`src/rtl/scr1_ntt_sched_pkg.sv`:
```
// Shared types and sizing helpers for the NTT memory scheduler.
package scr1_ntt_sched_pkg;

    // Number of 32-bit words carried by one memory/NTT beat.
    localparam int unsigned SCR1_NTT_LANE = 8;

    typedef logic [SCR1_NTT_LANE*32-1:0] type_vector;
    typedef type_vector                  lane_t;

    typedef enum logic [2:0] {
        StIdle,
        StLoad,
        StWait,
        StStore,
        StDone
    } ntt_sched_state_e;

    // Beats per transform.
    function automatic int unsigned ntt_beats(input int unsigned n, input int unsigned lane);
        return n / lane;
    endfunction

    // One spare bit so a counter can hold the full beat count.
    function automatic int unsigned ntt_cnt_width(input int unsigned beats);
        return $clog2(beats) + 1;
    endfunction

endpackage

```
`src/rtl/scr1_ntt_mem_sched.sv`:
```
// Streams one NTT job: memory port B -> NTT core (LOAD), then NTT results -> memory (STORE).
// Owns port B while busy; result writes preempt reads when the NTT answers early.
module scr1_ntt_mem_sched
    import scr1_ntt_sched_pkg::*;
#(
    parameter int unsigned LANE = SCR1_NTT_LANE,
    parameter int unsigned N    = 512,
    parameter int unsigned AW   = 14,
    parameter int unsigned WDOG = 4096
) (
    input  logic          clk,
    input  logic          rst_n,
    input  logic          cfg_start,
    input  logic [AW-1:0] cfg_src,
    input  logic [AW-1:0] cfg_dst,
    output logic          busy,
    output logic          done,
    output logic          err,
    output logic          mem_ren,
    output logic          mem_wen,
    output logic          mem_w_is_vec,
    output logic [3:0]    mem_webb,
    output logic [AW-1:0] mem_addr,
    output type_vector    mem_wdata,
    input  type_vector    mem_rdata,
    output logic          ntt_valid_in,
    output lane_t         ntt_lane_in,
    input  logic          ntt_valid_out,
    input  lane_t         ntt_lane_out
);

    localparam int unsigned BEATS = ntt_beats(N, LANE);
    localparam int unsigned CW    = ntt_cnt_width(BEATS);
    localparam int unsigned LSH   = $clog2(LANE);
    localparam int unsigned WW    = $clog2(WDOG + 1);

    localparam logic [CW-1:0] BeatsC = CW'(BEATS);
    localparam logic [CW-1:0] LastC  = CW'(BEATS - 1);
    localparam logic [WW-1:0] WdogC  = WW'(WDOG - 1);

    ntt_sched_state_e state_q, state_d;
    logic [AW-1:0]    src_q, src_d;
    logic [AW-1:0]    dst_q, dst_d;
    logic [CW-1:0]    rd_cnt_q, rd_cnt_d;
    logic [CW-1:0]    wr_cnt_q, wr_cnt_d;
    logic [WW-1:0]    wdog_q, wdog_d;
    logic             err_q, err_d;
    logic             ren_q;

    logic             wr_fire;
    logic             rd_fire;
    logic [AW-1:0]    rd_off;
    logic [AW-1:0]    wr_off;

    // A result beat is written whenever the job can still take one; it wins the port over reads.
    assign wr_fire = ntt_valid_out && (state_q inside {StLoad, StWait, StStore})
                     && (wr_cnt_q < BeatsC);
    assign rd_fire = (state_q == StLoad) && !wr_fire;

    // Base + beat*LANE; wraps modulo 2^AW.
    assign rd_off = AW'(rd_cnt_q) << LSH;
    assign wr_off = AW'(wr_cnt_q) << LSH;

    // State and datapath registers.
    always_ff @(posedge clk or negedge rst_n) begin
        if (!rst_n) begin
            state_q  <= StIdle;
            src_q    <= '0;
            dst_q    <= '0;
            rd_cnt_q <= '0;
            wr_cnt_q <= '0;
            wdog_q   <= '0;
            err_q    <= 1'b0;
            ren_q    <= 1'b0;
        end else begin
            state_q  <= state_d;
            src_q    <= src_d;
            dst_q    <= dst_d;
            rd_cnt_q <= rd_cnt_d;
            wr_cnt_q <= wr_cnt_d;
            wdog_q   <= wdog_d;
            err_q    <= err_d;
            ren_q    <= rd_fire;
        end
    end

    // Next-state and counter update.
    always_comb begin
        state_d  = state_q;
        src_d    = src_q;
        dst_d    = dst_q;
        rd_cnt_d = rd_cnt_q;
        wr_cnt_d = wr_cnt_q;
        wdog_d   = wdog_q;
        err_d    = err_q;

        if (wr_fire) begin
            wr_cnt_d = wr_cnt_q + CW'(1);
        end

        unique case (state_q)
            StIdle: begin
                if (cfg_start) begin
                    src_d    = cfg_src;
                    dst_d    = cfg_dst;
                    err_d    = 1'b0;
                    rd_cnt_d = '0;
                    wr_cnt_d = '0;
                    state_d  = StLoad;
                end
            end
            StLoad: begin
                wdog_d = '0;
                if (rd_fire) begin
                    rd_cnt_d = rd_cnt_q + CW'(1);
                    if (rd_cnt_q == LastC) begin
                        // Results that arrived early mean the NTT is already draining.
                        state_d = (wr_cnt_q != '0) ? StStore : StWait;
                    end
                end
            end
            StWait: begin
                if (wr_fire) begin
                    state_d = (wr_cnt_q == LastC) ? StDone : StStore;
                end else if (wdog_q == WdogC) begin
                    err_d   = 1'b1;
                    state_d = StDone;
                end else begin
                    wdog_d = wdog_q + WW'(1);
                end
            end
            StStore: begin
                if (wr_fire && (wr_cnt_q == LastC)) begin
                    state_d = StDone;
                end
            end
            StDone: begin
                state_d = StIdle;
            end
            default: begin
                state_d = StIdle;
            end
        endcase
    end

    // Port B, NTT and status outputs.
    always_comb begin
        busy         = (state_q != StIdle);
        done         = (state_q == StDone);
        err          = err_q;
        mem_ren      = rd_fire;
        mem_wen      = wr_fire;
        mem_w_is_vec = wr_fire;
        mem_webb     = 4'hF;
        mem_addr     = '0;
        if (wr_fire) begin
            mem_addr = dst_q + wr_off;
        end else if (rd_fire) begin
            mem_addr = src_q + rd_off;
        end
        mem_wdata    = wr_fire ? ntt_lane_out : '0;
        ntt_valid_in = ren_q;
        ntt_lane_in  = ren_q ? mem_rdata : '0;
    end

endmodule

```
`config.mk`:
```
export PLATFORM = sky130hd
export DESIGN_NAME = scr1_ntt_mem_sched
export DESIGN_NICKNAME = d
export VERILOG_FILES = /design/src/rtl/scr1_ntt_sched_pkg.sv /design/src/rtl/scr1_ntt_mem_sched.sv
export SDC_FILE = /design/constraint.sdc
export NUM_CORES = 1
export LEC_CHECK = 0
export CELL_PAD_IN_SITES_DETAIL_PLACEMENT = 1
export CELL_PAD_IN_SITES_GLOBAL_PLACEMENT = 2
export CORE_AREA = 2 2 426 428
export CTS_BUF_LIST = sky130_fd_sc_hd__clkbuf_16
export DETAILED_ROUTE_END_ITERATION = 16
export DIE_AREA = 0 0 428 430
export MAX_ROUTING_LAYER = met4
export PLACE_DENSITY = 0.36
export SYNTH_ARGS = -nofsm -noshare
export SYNTH_HDL_FRONTEND = slang
export SYNTH_SLANG_ARGS = --single-unit
```
`constraint.sdc`:
```
create_clock -name clk -period 3.2 [get_ports clk]
set_input_delay 0.64 -clock clk [delete_from_list [all_inputs] [get_ports clk]]
set_output_delay 0.64 -clock clk [all_outputs]
set_load 0.01 [all_outputs]
```
After elaboration in Yosys (flattened, before gate mapping). Index checks and enable logic that the tools add are counted.

Flip-flop bits (word level): 60. Input bits: 544. Output and inout port bits: 537. Logic and storage cells: 72.

Add/sub/neg operators: 5. Magnitude comparators: 1. Equal/unequal tests: 15. Muxes and demuxes: 26. Reductions and logical operators: 17.

Operator list (count): $mux 256 (2); $mux 7 (5); $add 14x10->14 (2); $mux 14 (2); $mux 13 (2); $pmux 13 s2 (1); $mux 3 (7); $add 7x1->7 const B (2); $eq 7x6->1 const B (2); $pmux 7 s2 (1); $add 13x1->13 const B (1); $eq 13x12->1 const B (1); $pmux 3 s4 (1); $ne 2x2->1 const B (4); $lt 7x7->1 const B (1); $reduce_bool 7->1 (1); $eq 3x2->1 const B (2); $ne 2x1->1 const B (3); $reduce_and 3->1 (2); $reduce_bool 2->1 (3); $reduce_bool 3->1 (2); $reduce_and 5->1 (1); $logic_and 1x1->1 (4); $mux 1 (4); other kinds (8) (8).

Depth between registers and ports, before layout.
Depth in word-level cells: 8. Mapped depth: 8. Mapped depth without buffers: 8.

Worst setup path before layout. Ideal clock, no wire load.

Path type: reg-to-output. Start: register wr_cnt_q[0]. End: output port mem_addr[11]. Data arrival time: 2.162 ns. Required time: 2.560 ns. Path slack: 0.398 ns. Cell stages (with the launch flop): 9. Buffers on the path: 0. Cell sequence: dfrtp_1 -> ha_1 -> fa_1 -> a211oi_1 -> nor2_1 -> or4_1 -> nand3_1 -> xor2_1 -> o22ai_1.

Cells in the longest elaborated chain, start to end: 6. Elaborated cells on any way between the ends: 7. Those cells by class: add/sub: 1; order compare: 1; mux: 2; reduce/logical: 3.

Ends and longest elaborated chain: start, declared (line scr1_ntt_mem_sched.sv:45) `logic [CW-1:0] wr_cnt_q, wr_cnt_d;`; start signal, assigned (line scr1_ntt_mem_sched.sv:80) `wr_cnt_q <= wr_cnt_d;`; $lt 7x7->1 (line scr1_ntt_mem_sched.sv:57) `&& (wr_cnt_q < BeatsC);`; $logic_and 1x1->1 (line scr1_ntt_mem_sched.sv:57); $logic_not 1->1 (line scr1_ntt_mem_sched.sv:58) `assign rd_fire = (state_q == StLoad) && !wr_fire;`; $logic_and 1x1->1 (line scr1_ntt_mem_sched.sv:58); $mux 14 (line scr1_ntt_mem_sched.sv:158) `end else if (rd_fire) begin`; $mux 14 * (line scr1_ntt_mem_sched.sv:156) `if (wr_fire) begin`; end, declared (line scr1_ntt_mem_sched.sv:23) `output logic [AW-1:0] mem_addr,`.

Every way passes the cells marked *; elsewhere a longest branch is shown, timed or not.

Final worst setup path.
Start: register src_q[3]. End: output port mem_addr[11].

Cells in the longest elaborated chain, start to end: 3.

Ends and longest elaborated chain: start, declared (line scr1_ntt_mem_sched.sv:42) `logic [AW-1:0] src_q, src_d;`; start signal, assigned (line scr1_ntt_mem_sched.sv:77) `src_q <= src_d;`; $add 14x10->14 (line scr1_ntt_mem_sched.sv:159) `mem_addr = src_q + rd_off;`; $mux 14 (line scr1_ntt_mem_sched.sv:158); $mux 14 (line scr1_ntt_mem_sched.sv:156).

No other way between the ends.

==> flow_summary_export.csv <==
group,metric,value,unit
status,status,"finished with violations",
status,violations,"setup timing",
routing,antenna_left,0,
yosys,syn_area_per_cell,7.565,µm²
yosys,yosys.area.top_type,"and2_1",
worst_hold_path,hp-class,"input port to asynchronous set/reset pin",
power_and_ir_drop,ir_drop,271.7,µV
global_routing,overflow,0,
yosys,synth_top_flop_cell,"dfrtp_1",
power_and_ir_drop,internal_power,5190,µW
worst_setup_path,cpLargestDelayFamily,"simple AND/OR/NAND/NOR gates",
worst_setup_path,start_kind,"flop",
yosys,synth_top_area_frac,0.4646,
die,coreArea,0.1798,mm²
placed_design,io_buffers,1076,
sta,setup_violations,2,
worst_setup_path,worstPathArrival,2.61,ns
routing,wl_per_cell,27.18,µm
sta,period_share,1.016,
cts,clock_sinks,60,
cts,clk_root_buffer_cell,"clkbuf_16",
global_routing,grt_max_degree,80,
worst_setup_path,critPathRequiredTime,2.56,ns
yosys,synth.area.top_cells,"and2_1, dfrtp_1, mux2_2, ha_1, clkbuf_1",
global_routing,antenna_found_initial,129,
yosys,postSynth.asyncResetShare,1.000,
yosys,synth_most_common_cell,"and2_1",
worst_setup_path,rr_worst_depth,9,
yosys,synth-seq-cells,60,
cells_and_area,final_core_utilization,0.1208,
yosys,syn_inst,915,
cells_and_area,nets,2562,
die,ioPinCount,1081,
worst_setup_path,crit_chain,"ha_2 -> fa_2 -> a211oi_2 -> nor2_2 -> or4_4 -> nand3_1 -> xor2_1 -> o22ai_1 -> buf_4",
cts,cts_tree,"built",
worst_setup_path,cp.depth,9,
cts,numCtsBuffers,9,
global_routing,grt_pass1_vias,12360,
die,die_w,428,µm
cts,clk_pin_slew,0.05,ns
worst_setup_path,path_class,"flop to output pin",
yosys,synth_warnings,0,
sta,min_period,3.252,ns
yosys,synth-edff-count,0,
power_and_ir_drop,swShare,0.4236,
sta,fmax,0.3075,GHz
die,dieArea,0.1840,mm²
global_routing,grt_pass1_wl,148300,µm
sta,max-slew-margin-rel,0.5546,
placed_design,finalWeightedCongestion,0.8617,
die,die_y,430,µm
placed_design,preCtsSetupSlack,-0.8353,ns
cells_and_area,area_growth,213.8,%
cts,cts_buffer_depth,2,
routing,viasPerCell,2.570,
sta,rsz0062_at_grt,"yes",
power_and_ir_drop,p_comb_frac,0.744,
die,rows,156,
yosys,synth_common_cells,"and2_1, dfrtp_1, clkbuf_1",
die,start_util,0.03850,
cts,cts_hold_buf,0,
routing,routed_wl,119800,µm
run,maxCapViolCount,0,
worst_setup_path,path_buf_inv,1,
routing,drc_errors,0,
sta,report.final.slew_viol_count,0,
routing,drt_pass1_iterations,5,
worst_setup_path,max_stage_delay,0.43,ns
sta,skew,0.01210,ns
placed_design,dp_hpwl,111000,µm
placed_design,placed_area,0.02117,mm²
routing,detailroute.via_count,11330,
worst_setup_path,cpMaxStageDelayCell,"or4_4",
power_and_ir_drop,p_seq_frac,0.138,
worst_setup_path,endpoint_kind,"output pin",
yosys,synth_seq_area_share,0.2169,
power_and_ir_drop,pwr-share-clk,0.118,
sta,setup_ws,-0.05161,ns
yosys,netlist_area,0.006922,mm²
power_and_ir_drop,power_leakage,0.007983,µW
power_and_ir_drop,netSwitchingPower,3814,µW
worst_setup_path,path_max_fanout,2,
cells_and_area,drive_gt1_frac,0.09286,
cells_and_area,fin_area,0.02172,mm²
cts,clock_latency,0.36,ns
routing,drt_iter0_markers,417,
yosys,ys_types,45,
cts,h-tree-depth,3,
sta,hold_violations,0,
sta,worstMarginPinSlew,0.6681,ns
power_and_ir_drop,power_density,414.6,mW/mm²
global_routing,grtUsageTotal,0.1286,
==> what timing repair did <==
action | in CTS | in global routing
pin swaps | 3 | 2
buffers inserted | 2 | 2
cloned | 0 | 1
hold endpoints to repair | 0 | 0
endpoints found under the setup margin | 272 | 138
gates resized for setup | 59 | 19
==> cells by family after synthesis <==
group	Yosys count	synth area share
and+or+nand+nor	637	0.5557
buffers and inverters	78	0.04863
DFF	60	0.2169
AOI/OAI and AO/OA	59	0.05333
xor gates and xnor gates	30	0.03796
muxes	30	0.04863
adders and majority gates	20	0.03832
other	1	0.0005418
==> per-layer routing <==
| metal | up-vias | track usage | wire, µm |
|---|---|---|---|
| met5 | - | - | 0 |
| met4 | 0 | 0.01180 | 1370 |
| met3 | 150 | 0.03769 | 8817 |
| met2 | 647 | 0.2711 | 72070 |
| met1 | 5429 | 0.1133 | 37590 |
| li1 | 5106 | - | - |
==> path summary, 6_finish.rpt <==
path,from,to,slack (ns)
worst max register to register,state_q[1],rd_cnt_q[5],0.88
max in group asynchronous,rst_n,dst_q[12],2.22
min in group clk,dst_q[1],dst_q[1],0.51
worst min register to register,dst_q[1],dst_q[1],0.51
worst min-delay path,rst_n,dst_q[2],0.31
worst max-delay path,src_q[3],mem_addr[11],-0.05
==> cell usage in the layout, fill, tap and decap left out, types with 23 or more instances in the layout <==
| cell | n |
|---|---|
| nand2_1 | 30 |
| and2_1 | 514 |
| dlygate4sd2_1 | 24 |
| xor2_1 | 23 |
| nor2_1 | 36 |
| clkdlybuf4s50_1 | 978 |
| buf_4 | 74 |
| diode_2 | 36 |
| dfrtp_1 | 59 |
| mux2_2 | 29 |
| buf_12 | 37 |
==> flip-flops by register name, indices dropped and copies added, names as in the netlist <==
register / count
rd_cnt_q: 7
dst_q: 14
err: 1
wdog_q: 13
ntt_valid_in: 1
src_q: 14
wr_cnt_q: 7
state_q: 3
==> per-stage QoR <==
stage	instances	total power (µW)	setup TNS [ns]	hold slack (ns)
after floorplan	918	3465	0	0.3444
after global placement	4352	8143	-147.55	0.4933
after detailed placement	4352	8129	-142.45	0.4959
after CTS	4370	9357	-1.893	0.3315
after global routing	4402	9618	-0.4597	0.3539
final	4409	9005	-0.09750	0.3053
==> layout make-up <==
class | instances | area (µm²)
clock buffers | 9 | 225.2
multi-input cells | 780 | 5162
well taps | 2370 | 2965
flip-flops and latches | 60 | 1505
repair buffers | 1140 | 11650
clock inverters | 7 | 83.83
inverters | 7 | 33.78
diodes | 36 | 90.09
fillers | 21130 | 158100
==> power by group through the flow <==
stage               clock network, µW  logic, µW  registers [µW]
finish                           1060       6700            1240
global route                     1130       7200            1290
CTS                              1120       6970            1270
detailed placement                  0       6850            1280
global placement                    0       6870            1280
floorplan                           0       2300            1170
Power figures use the tool's default switching activity.
